**config.mk**
```make
export PLATFORM = sky130hd
export DESIGN_NAME = dot_product_feeder
export DESIGN_NICKNAME = d
export VERILOG_FILES = /design/src/rtl/dp_pkg.sv /design/src/rtl/dp_result_fifo.sv /design/src/rtl/dot_product_feeder.sv
export SDC_FILE = /design/constraint.sdc
export NUM_CORES = 1
export LEC_CHECK = 0
export ABC_AREA = 1
export BUFFER_PORTS_ARGS = -buffer_cell sky130_fd_sc_hd__buf_2
export CAP_MARGIN = 10
export CORE_MARGIN = 1.5
export CORE_UTILIZATION = 35
export CTS_BUF_LIST = sky130_fd_sc_hd__clkbuf_8
export DETAILED_ROUTE_END_ITERATION = 8
export GPL_TIMING_DRIVEN = 0
export HOLD_SLACK_MARGIN = 0.05
export PLACE_DENSITY = 0.55
export SYNTH_ARGS = -nofsm -noshare
export SYNTH_HDL_FRONTEND = slang
export SYNTH_SLANG_ARGS = --single-unit
```
**constraint.sdc**
```tcl
create_clock -name i_clk -period 4.3 [get_ports i_clk]
set_clock_uncertainty 0.05 [all_clocks]
set_input_delay 0.86 -clock i_clk [delete_from_list [all_inputs] [get_ports i_clk]]
set_output_delay 0.86 -clock i_clk [all_outputs]
set_load 0.02 [all_outputs]
```
**src/rtl/dp_pkg.sv**
```systemverilog
// -----------------------------------------------------------------------------
// dp_pkg
// Shared constants and types for the fp16 dot-product feeder.
//   LANES     : elements per block presented to the dot-product stack
//   FP        : element width (fp16)
//   FP16_ZERO : fp16 +0.0, used for padding and idle blocks
//   fp16_t    : one fp16 element
//   state_t   : feeder FSM states
// -----------------------------------------------------------------------------
package dp_pkg;

  localparam int LANES = 8;
  localparam int FP    = 16;

  localparam logic [FP-1:0] FP16_ZERO = 16'h0000;

  typedef logic [FP-1:0] fp16_t;

  typedef enum logic [0:0] {
    IDLE,
    FILL
  } state_t;

endpackage

```
**src/rtl/dp_result_fifo.sv**
```systemverilog
// -----------------------------------------------------------------------------
// dp_result_fifo
// Synchronous FIFO holding dot-product results until the consumer pops them.
// The head entry is read straight from the storage registers, so a pushed
// word is visible on o_data the cycle after the push.
//   i_clk    : clock
//   i_reset  : synchronous active-high reset (empties the FIFO)
//   i_push   : write i_data (dropped when full unless popping the same cycle)
//   i_data   : write data
//   i_pop    : remove head entry (ignored when empty)
//   o_data   : head entry
//   o_full   : DEPTH entries held
//   o_empty  : no entries held
// -----------------------------------------------------------------------------
module dp_result_fifo #(
  parameter int DEPTH = 4,
  parameter int WIDTH = 16
) (
  input  logic             i_clk,
  input  logic             i_reset,
  input  logic             i_push,
  input  logic [WIDTH-1:0] i_data,
  input  logic             i_pop,
  output logic [WIDTH-1:0] o_data,
  output logic             o_full,
  output logic             o_empty
);

  localparam int PTR_W = $clog2(DEPTH);
  localparam logic [PTR_W:0] COUNT_FULL = (PTR_W + 1)'(DEPTH);

  logic [WIDTH-1:0] mem [DEPTH];
  logic [PTR_W-1:0] wr_ptr;
  logic [PTR_W-1:0] rd_ptr;
  logic [PTR_W:0]   count;
  logic             push_ok;
  logic             pop_ok;

  assign o_full  = (count == COUNT_FULL);
  assign o_empty = (count == '0);

  // A full FIFO may still accept a push when the head leaves in the same
  // cycle: the vacated slot is exactly the one wr_ptr points at.
  assign push_ok = i_push && (!o_full || i_pop);
  assign pop_ok  = i_pop && !o_empty;

  assign o_data = mem[rd_ptr];

  // NOTE: state registers use non-blocking assignments so every flop samples
  // the pre-edge values of the others, regardless of statement order.
  always_ff @(posedge i_clk) begin
    if (i_reset) begin
      wr_ptr <= '0;
      rd_ptr <= '0;
      count  <= '0;
    end else begin
      if (push_ok) wr_ptr <= wr_ptr + PTR_W'(1);
      if (pop_ok)  rd_ptr <= rd_ptr + PTR_W'(1);
      case ({push_ok, pop_ok})
        2'b10:   count <= count + (PTR_W + 1)'(1);
        2'b01:   count <= count - (PTR_W + 1)'(1);
        default: count <= count;
      endcase
    end
  end

  // NOTE: storage is deliberately not reset; the pointers and count define
  // which entries are meaningful, so stale contents are never observed.
  always_ff @(posedge i_clk) begin
    if (push_ok) mem[wr_ptr] <= i_data;
  end

endmodule

```
**src/rtl/dot_product_feeder.sv**
```systemverilog
// -----------------------------------------------------------------------------
// dot_product_feeder
// Front end of the fp16 dot-product stack. Takes a vector length, then a
// stream of (a,b) element pairs, packs them into LANES-wide blocks (the tail
// block zero-padded), and drives the stack with registered a/b/first/last.
// Stack results are collected into a small FIFO. A vector is only accepted
// when a FIFO slot is guaranteed for its result, since the stack cannot stall.
//   i_clk, i_reset         : clock, synchronous active-high reset
//   i_cmd_valid/o_cmd_ready: length command handshake, length on i_cmd_len
//   i_elem_valid/o_elem_ready: element pair handshake, pair on i_elem_a/b
//   o_a, o_b               : block to stack, lane j at [j*FP +: FP]
//   o_first, o_last        : block markers to stack
//   i_sum, i_sum_valid     : result from stack
//   o_res, o_res_valid, i_res_ready: result FIFO head and pop handshake
//   o_busy                 : vector in progress or results outstanding
//   o_err_overflow         : sticky, a result arrived with the FIFO full
// -----------------------------------------------------------------------------
module dot_product_feeder
  import dp_pkg::*;
#(
  parameter int LEN_W     = 16,
  parameter int RES_DEPTH = 4,
  parameter int STACK_LAT = 10
) (
  input  logic                i_clk,
  input  logic                i_reset,
  input  logic                i_cmd_valid,
  output logic                o_cmd_ready,
  input  logic [LEN_W-1:0]    i_cmd_len,
  input  logic                i_elem_valid,
  output logic                o_elem_ready,
  input  logic [FP-1:0]       i_elem_a,
  input  logic [FP-1:0]       i_elem_b,
  output logic [LANES*FP-1:0] o_a,
  output logic [LANES*FP-1:0] o_b,
  output logic                o_first,
  output logic                o_last,
  input  logic [FP-1:0]       i_sum,
  input  logic                i_sum_valid,
  output logic [FP-1:0]       o_res,
  output logic                o_res_valid,
  input  logic                i_res_ready,
  output logic                o_busy,
  output logic                o_err_overflow
);

  localparam int LANE_W  = $clog2(LANES);
  localparam int OUT_W   = $clog2(RES_DEPTH + 1);
  localparam int DRAIN_W = $clog2(STACK_LAT + 1);

  localparam logic [LANE_W-1:0]  LAST_LANE  = LANE_W'(LANES - 1);
  localparam logic [OUT_W-1:0]   OUT_MAX    = OUT_W'(RES_DEPTH);
  localparam logic [DRAIN_W-1:0] DRAIN_INIT = DRAIN_W'(STACK_LAT);

  state_t              state, state_next;
  logic [LANE_W-1:0]   lane, lane_next;
  logic [LEN_W-1:0]    remaining, remaining_next;
  logic                first_pend, first_pend_next;
  logic [LANES*FP-1:0] pack_a, pack_a_next;
  logic [LANES*FP-1:0] pack_b, pack_b_next;
  logic [LANES*FP-1:0] blk_a, blk_b;
  logic [LANES*FP-1:0] a_next, b_next;
  logic                first_next, last_next;

  logic [OUT_W-1:0]    outstanding;
  logic [DRAIN_W-1:0]  drain;

  logic                cmd_fire;
  logic                elem_fire;
  logic                res_push;
  logic                res_pop;
  logic                fifo_full;
  logic                fifo_empty;
  fp16_t               fifo_head;

  assign o_cmd_ready  = (state == IDLE) && (outstanding < OUT_MAX) && (drain == '0);
  assign o_elem_ready = (state == FILL);
  assign cmd_fire     = i_cmd_valid && o_cmd_ready;
  assign elem_fire    = i_elem_valid && o_elem_ready;

  assign o_busy = (state != IDLE) || (outstanding != '0);

  // ---------------------------------------------------------------------------
  // Packing FSM. Output block registers default to zero every cycle so the
  // always-accumulating stack sees 0*0 whenever no block is issued.
  // ---------------------------------------------------------------------------
  // NOTE: every variable driven here gets a default first, so no path leaves
  // one unassigned and no latch is inferred.
  always_comb begin
    state_next      = state;
    lane_next       = lane;
    remaining_next  = remaining;
    first_pend_next = first_pend;
    pack_a_next     = pack_a;
    pack_b_next     = pack_b;
    a_next          = '0;
    b_next          = '0;
    first_next      = 1'b0;
    last_next       = 1'b0;

    // Pack registers merged with the pair arriving this cycle; lanes not yet
    // written are still zero, which provides the tail padding.
    blk_a = pack_a;
    blk_b = pack_b;
    blk_a[lane*FP +: FP] = i_elem_a;
    blk_b[lane*FP +: FP] = i_elem_b;

    case (state)
      IDLE: begin
        if (cmd_fire) begin
          if (i_cmd_len == '0) begin
            // Empty vector: a single all-zero block still opens and closes
            // an accumulation so the stack produces a 0.0 result.
            first_next = 1'b1;
            last_next  = 1'b1;
          end else begin
            remaining_next  = i_cmd_len;
            lane_next       = '0;
            first_pend_next = 1'b1;
            state_next      = FILL;
          end
        end
      end

      FILL: begin
        if (elem_fire) begin
          remaining_next = remaining - LEN_W'(1);
          if ((lane == LAST_LANE) || (remaining == LEN_W'(1))) begin
            a_next          = blk_a;
            b_next          = blk_b;
            first_next      = first_pend;
            last_next       = (remaining == LEN_W'(1));
            first_pend_next = 1'b0;
            pack_a_next     = {LANES{FP16_ZERO}};
            pack_b_next     = {LANES{FP16_ZERO}};
            lane_next       = '0;
            if (remaining == LEN_W'(1)) state_next = IDLE;
          end else begin
            pack_a_next = blk_a;
            pack_b_next = blk_b;
            lane_next   = lane + LANE_W'(1);
          end
        end
      end

      default: state_next = IDLE;
    endcase
  end

  always_ff @(posedge i_clk) begin
    if (i_reset) begin
      state      <= IDLE;
      lane       <= '0;
      remaining  <= '0;
      first_pend <= 1'b0;
      pack_a     <= '0;
      pack_b     <= '0;
      o_a        <= '0;
      o_b        <= '0;
      o_first    <= 1'b0;
      o_last     <= 1'b0;
    end else begin
      state      <= state_next;
      lane       <= lane_next;
      remaining  <= remaining_next;
      first_pend <= first_pend_next;
      pack_a     <= pack_a_next;
      pack_b     <= pack_b_next;
      o_a        <= a_next;
      o_b        <= b_next;
      o_first    <= first_next;
      o_last     <= last_next;
    end
  end

  // ---------------------------------------------------------------------------
  // Result credits. outstanding counts vectors accepted whose result has not
  // yet been popped; holding it below RES_DEPTH guarantees a FIFO slot.
  // After reset the drain window discards results of vectors issued before
  // the reset, which are still travelling through the stack.
  // ---------------------------------------------------------------------------
  assign res_push    = i_sum_valid && (drain == '0);
  assign res_pop     = o_res_valid && i_res_ready;
  assign o_res_valid = !fifo_empty;
  assign o_res       = fifo_head;

  always_ff @(posedge i_clk) begin
    if (i_reset) begin
      outstanding    <= '0;
      drain          <= DRAIN_INIT;
      o_err_overflow <= 1'b0;
    end else begin
      case ({cmd_fire, res_pop})
        2'b10:   outstanding <= outstanding + OUT_W'(1);
        2'b01:   outstanding <= outstanding - OUT_W'(1);
        default: outstanding <= outstanding;
      endcase
      if (drain != '0) drain <= drain - DRAIN_W'(1);
      if (res_push && fifo_full && !res_pop) o_err_overflow <= 1'b1;
    end
  end

  dp_result_fifo #(
    .DEPTH (RES_DEPTH),
    .WIDTH (FP)
  ) u_result_fifo (
    .i_clk   (i_clk),
    .i_reset (i_reset),
    .i_push  (res_push),
    .i_data  (i_sum),
    .i_pop   (res_pop),
    .o_data  (fifo_head),
    .o_full  (fifo_full),
    .o_empty (fifo_empty)
  );

endmodule
```
==> metrics.txt <==
GRT overflow 0; most frequent cell after synthesis nor2_1; vias in the first global route 20938; die footprint 71490 um2; Cell Area, Placed 27410 um2; Post-synth top flop dfxtp_1; Max-Cap Viols 0; clock transition at the registers of the reported paths 0.07 ns; post-place setup slack 1.151 ns; adder-cell share of the synthesized area 0.01033; cts bufs inserted 104; Root Buffer clkbuf_8; switching pwr 3.049 mW; P_leak 11.81 nW; clk_lat worst skew 0.73 ns; io pins 349; worst path required time 3.39 ns; Cell Rows 96; post-synth net total 3331; synth cell count leaders 851 x nor2_1, 555 x nand2_1, 552 x dfxtp_1, 263 x inv_1, 213 x o21ai_0; global-route met2 utilization 0.3665; fin crit share 0.7390; GRT Overall Usage 0.2311; DR DRC count 0; post_cts resized 0; CTS tree yes; Synth Warn # 0; die width 267.4 um; H-tree depth 3; routed via count 22512; routability congestion estimate 0.8922; sequential cell area 12970 um2; Achievable Freq 314.7 MHz; Final Instance Area 29780 um2; Layout Nets 3786; Initial Util 0.3554; max-slew violation count 0; cell types occupying the most area after synthesis dfxtp_1 45%, nor2_1 13%, nand2_1 8.5%; most area-hungry cell type in the Yosys netlist dfxtp_1; Power Internal 9.390 mW; Initial DRC Count 1971; hold crit path type primary input to register; Post-synth EDFFs 64; netlist area before placement 24460 um2; critical path class register to primary output; Core Box Area 68830 um2; FILL cells 7179; fin crit period 3.178 ns; initial antenna violation count 5; XOR/XNOR Fraction of Synth Area 0.001074; #FFs+latches synth 616; Final Power 12.44 mW; final WL 84650 um; Synth cell types 35; antenna viol nets, final 0; register area share after synthesis 0.5303; Worst IR Drop VDD 0.0001916 V; crit path max fanout 10; cell count after synthesis 3242; Final setup viols 0; post-layout util 0.4327; outcome finished, final reports clean; DRT Pass-1 Iters 6; wire length per cell 17.95 um; vias per inst 4.775; M1 GR Usage 0.3187; Multi-input gate area 9529 um2; sw frac 0.2451; share of layout cells above drive strength 1 0.1619; CP Data Arrival Time 2.27 ns; synthesized area per cell 7.546 um2; Final Hold Viols 0; DP HPWL 61670 um; Post-CTS Hold Buffers 0; largest family of logic cells by synthesized area simple AND/OR/NAND/NOR gates; Worst Setup End Kind primary output; Gate power share 0.057; Compound-Gate Fraction of Synth Area 0.1108; gr busiest metal met2; clock power share 0.474; RSZ-0062 raised after global routing false; PnR worst setup slack 1.122 ns; first-pass GRT wire length 125300 um; mux share of post-synthesis cell area 0.0004092; Synth Area in Simple Gates 0.2665; CP Launch Type register; Area Overhead vs Synth 21.74%; clk buf depth 3; fraction of registers with async set/reset 0; die height 267.4 um; postcts setup bufs 0; Synth top area share 0.4517; Port Buffers 347; setup TNS 0 ns; clock sink total 616; register share of total power 0.469; largest net degree at the start of global routing 17; met3 Use GR 0.04101; pwr dens 417.7 nW/um2; worst slew pin tran 1.022 ns; Slew HR 0.3186
==> power groups by stage <==
stage | Clock [mW] | Sequential, mW | Combinational, mW
final | 5.89 | 5.84 | 0.710
after global routing | 6.26 | 5.84 | 0.780
after CTS | 6.01 | 5.84 | 0.702
after detailed placement | 0 | 5.96 | 0.699
after global placement | 0 | 5.96 | 0.699
after floorplan | 0 | 5.96 | 0.422
==> per-layer routing <==
| metal | part of all wire | vias to the layer above |
|---|---|---|
| li1 | - | 11214 |
| met1 | 0.46 | 10392 |
| met2 | 0.45 | 780 |
| met3 | 0.067 | 126 |
| met4 | 0.023 | 0 |
| met5 | 0 | - |
==> metrics by stage <==
step           hold WS, ns  cells
3_3_place_gp        0.3851   4520
3_5_place_dp        0.3892   4522
2_1_floorplan       0.3716   3242
5_1_grt             0.2711   4713
4_1_cts             0.2528   4712
6_report            0.3273   4715
==> path summary, 6_finish.rpt <==
path	startpoint	to	slack, ns	cells past startpoint
max	register	o_res[12]	1.12	5
min	i_sum[6]	u_result_fifo.mem[3][6]$_DFFE_PP_	0.33	1
max reg2reg	lane[0]$_SDFFE_PP0P_	pack_b[57]$_SDFFE_PP0P_	1.19	13
min reg2reg	first_pend$_SDFFE_PP0P_	first_pend$_SDFFE_PP0P_	0.41	2
==> area by class of cell <==
cell class	count	area share
plain buffers	216	0.03218
diodes	3	0.0002521
flip-flops and latches	616	0.4356
well taps	931	0.03911
clock inverters	57	0.01811
inverters	270	0.03403
clock buffers	133	0.06146
multi-input cells	2140	0.3200
repair buffers	349	0.05932
==> logic make-up (layout without fill, tap and decap cells) <==
family	count (synthesis)	count (layout)
other	0	3
AND/OR/NAND/NOR	1612	1612
XOR/XNOR	3	3
buffers and inverters	486	1025
AO/OA/AOI/OAI	505	505
multiplexers	1	1
adder cells (fa/ha/maj)	19	19
flip-flops	616	616
==> cells in the final DEF (no fill, tap or decap), types with 2 or more instances in the layout <==
master and n:
dfxtp_1 552, ha_1 17, nand3_1 75, nor2_1 847, clkbuf_1 122, nand4_1 101
inv_2 6, nor2_2 8, buf_8 2, xor2_1 2, o21a_1 62, nand3_4 2
buf_2 404, buf_6 2, nand3b_1 17, clkinv_2 21, fa_1 2, clkbuf_8 133
diode_2 3, clkinvlp_4 3, nor3_1 4, buf_4 16, inv_1 284, edfxtp_1 64
bufinv_16 10, o22ai_1 16, o21ai_1 46, a21oi_1 165, o21ai_0 213, nand2_1 555
buf_1 18
==> worst max-delay path, cell delays in order (launching register included) <==
cell and delay (ns):
dfxtp_1 0.39, inv_1 0.21, clkbuf_1 0.40, o21ai_0 0.17, o22ai_1 0.19, buf_2 0.21
==> registers in the layout, summed over array words and instances (netlist names), named ones only <==
name / count
u_result_fifo.rd_ptr: 2
drain: 4
o_err_overflow: 1
o_last: 1
o_first: 1
o_elem_ready: 1
u_result_fifo.count: 3
outstanding: 3
first_pend: 1
lane: 3
pack_b: 128
pack_a: 128
remaining: 16
u_result_fifo.wr_ptr: 2
u_result_fifo.mem: 64
o_a: 128
o_b: 128
No activity file was read; power rests on OpenSTA's default activity.
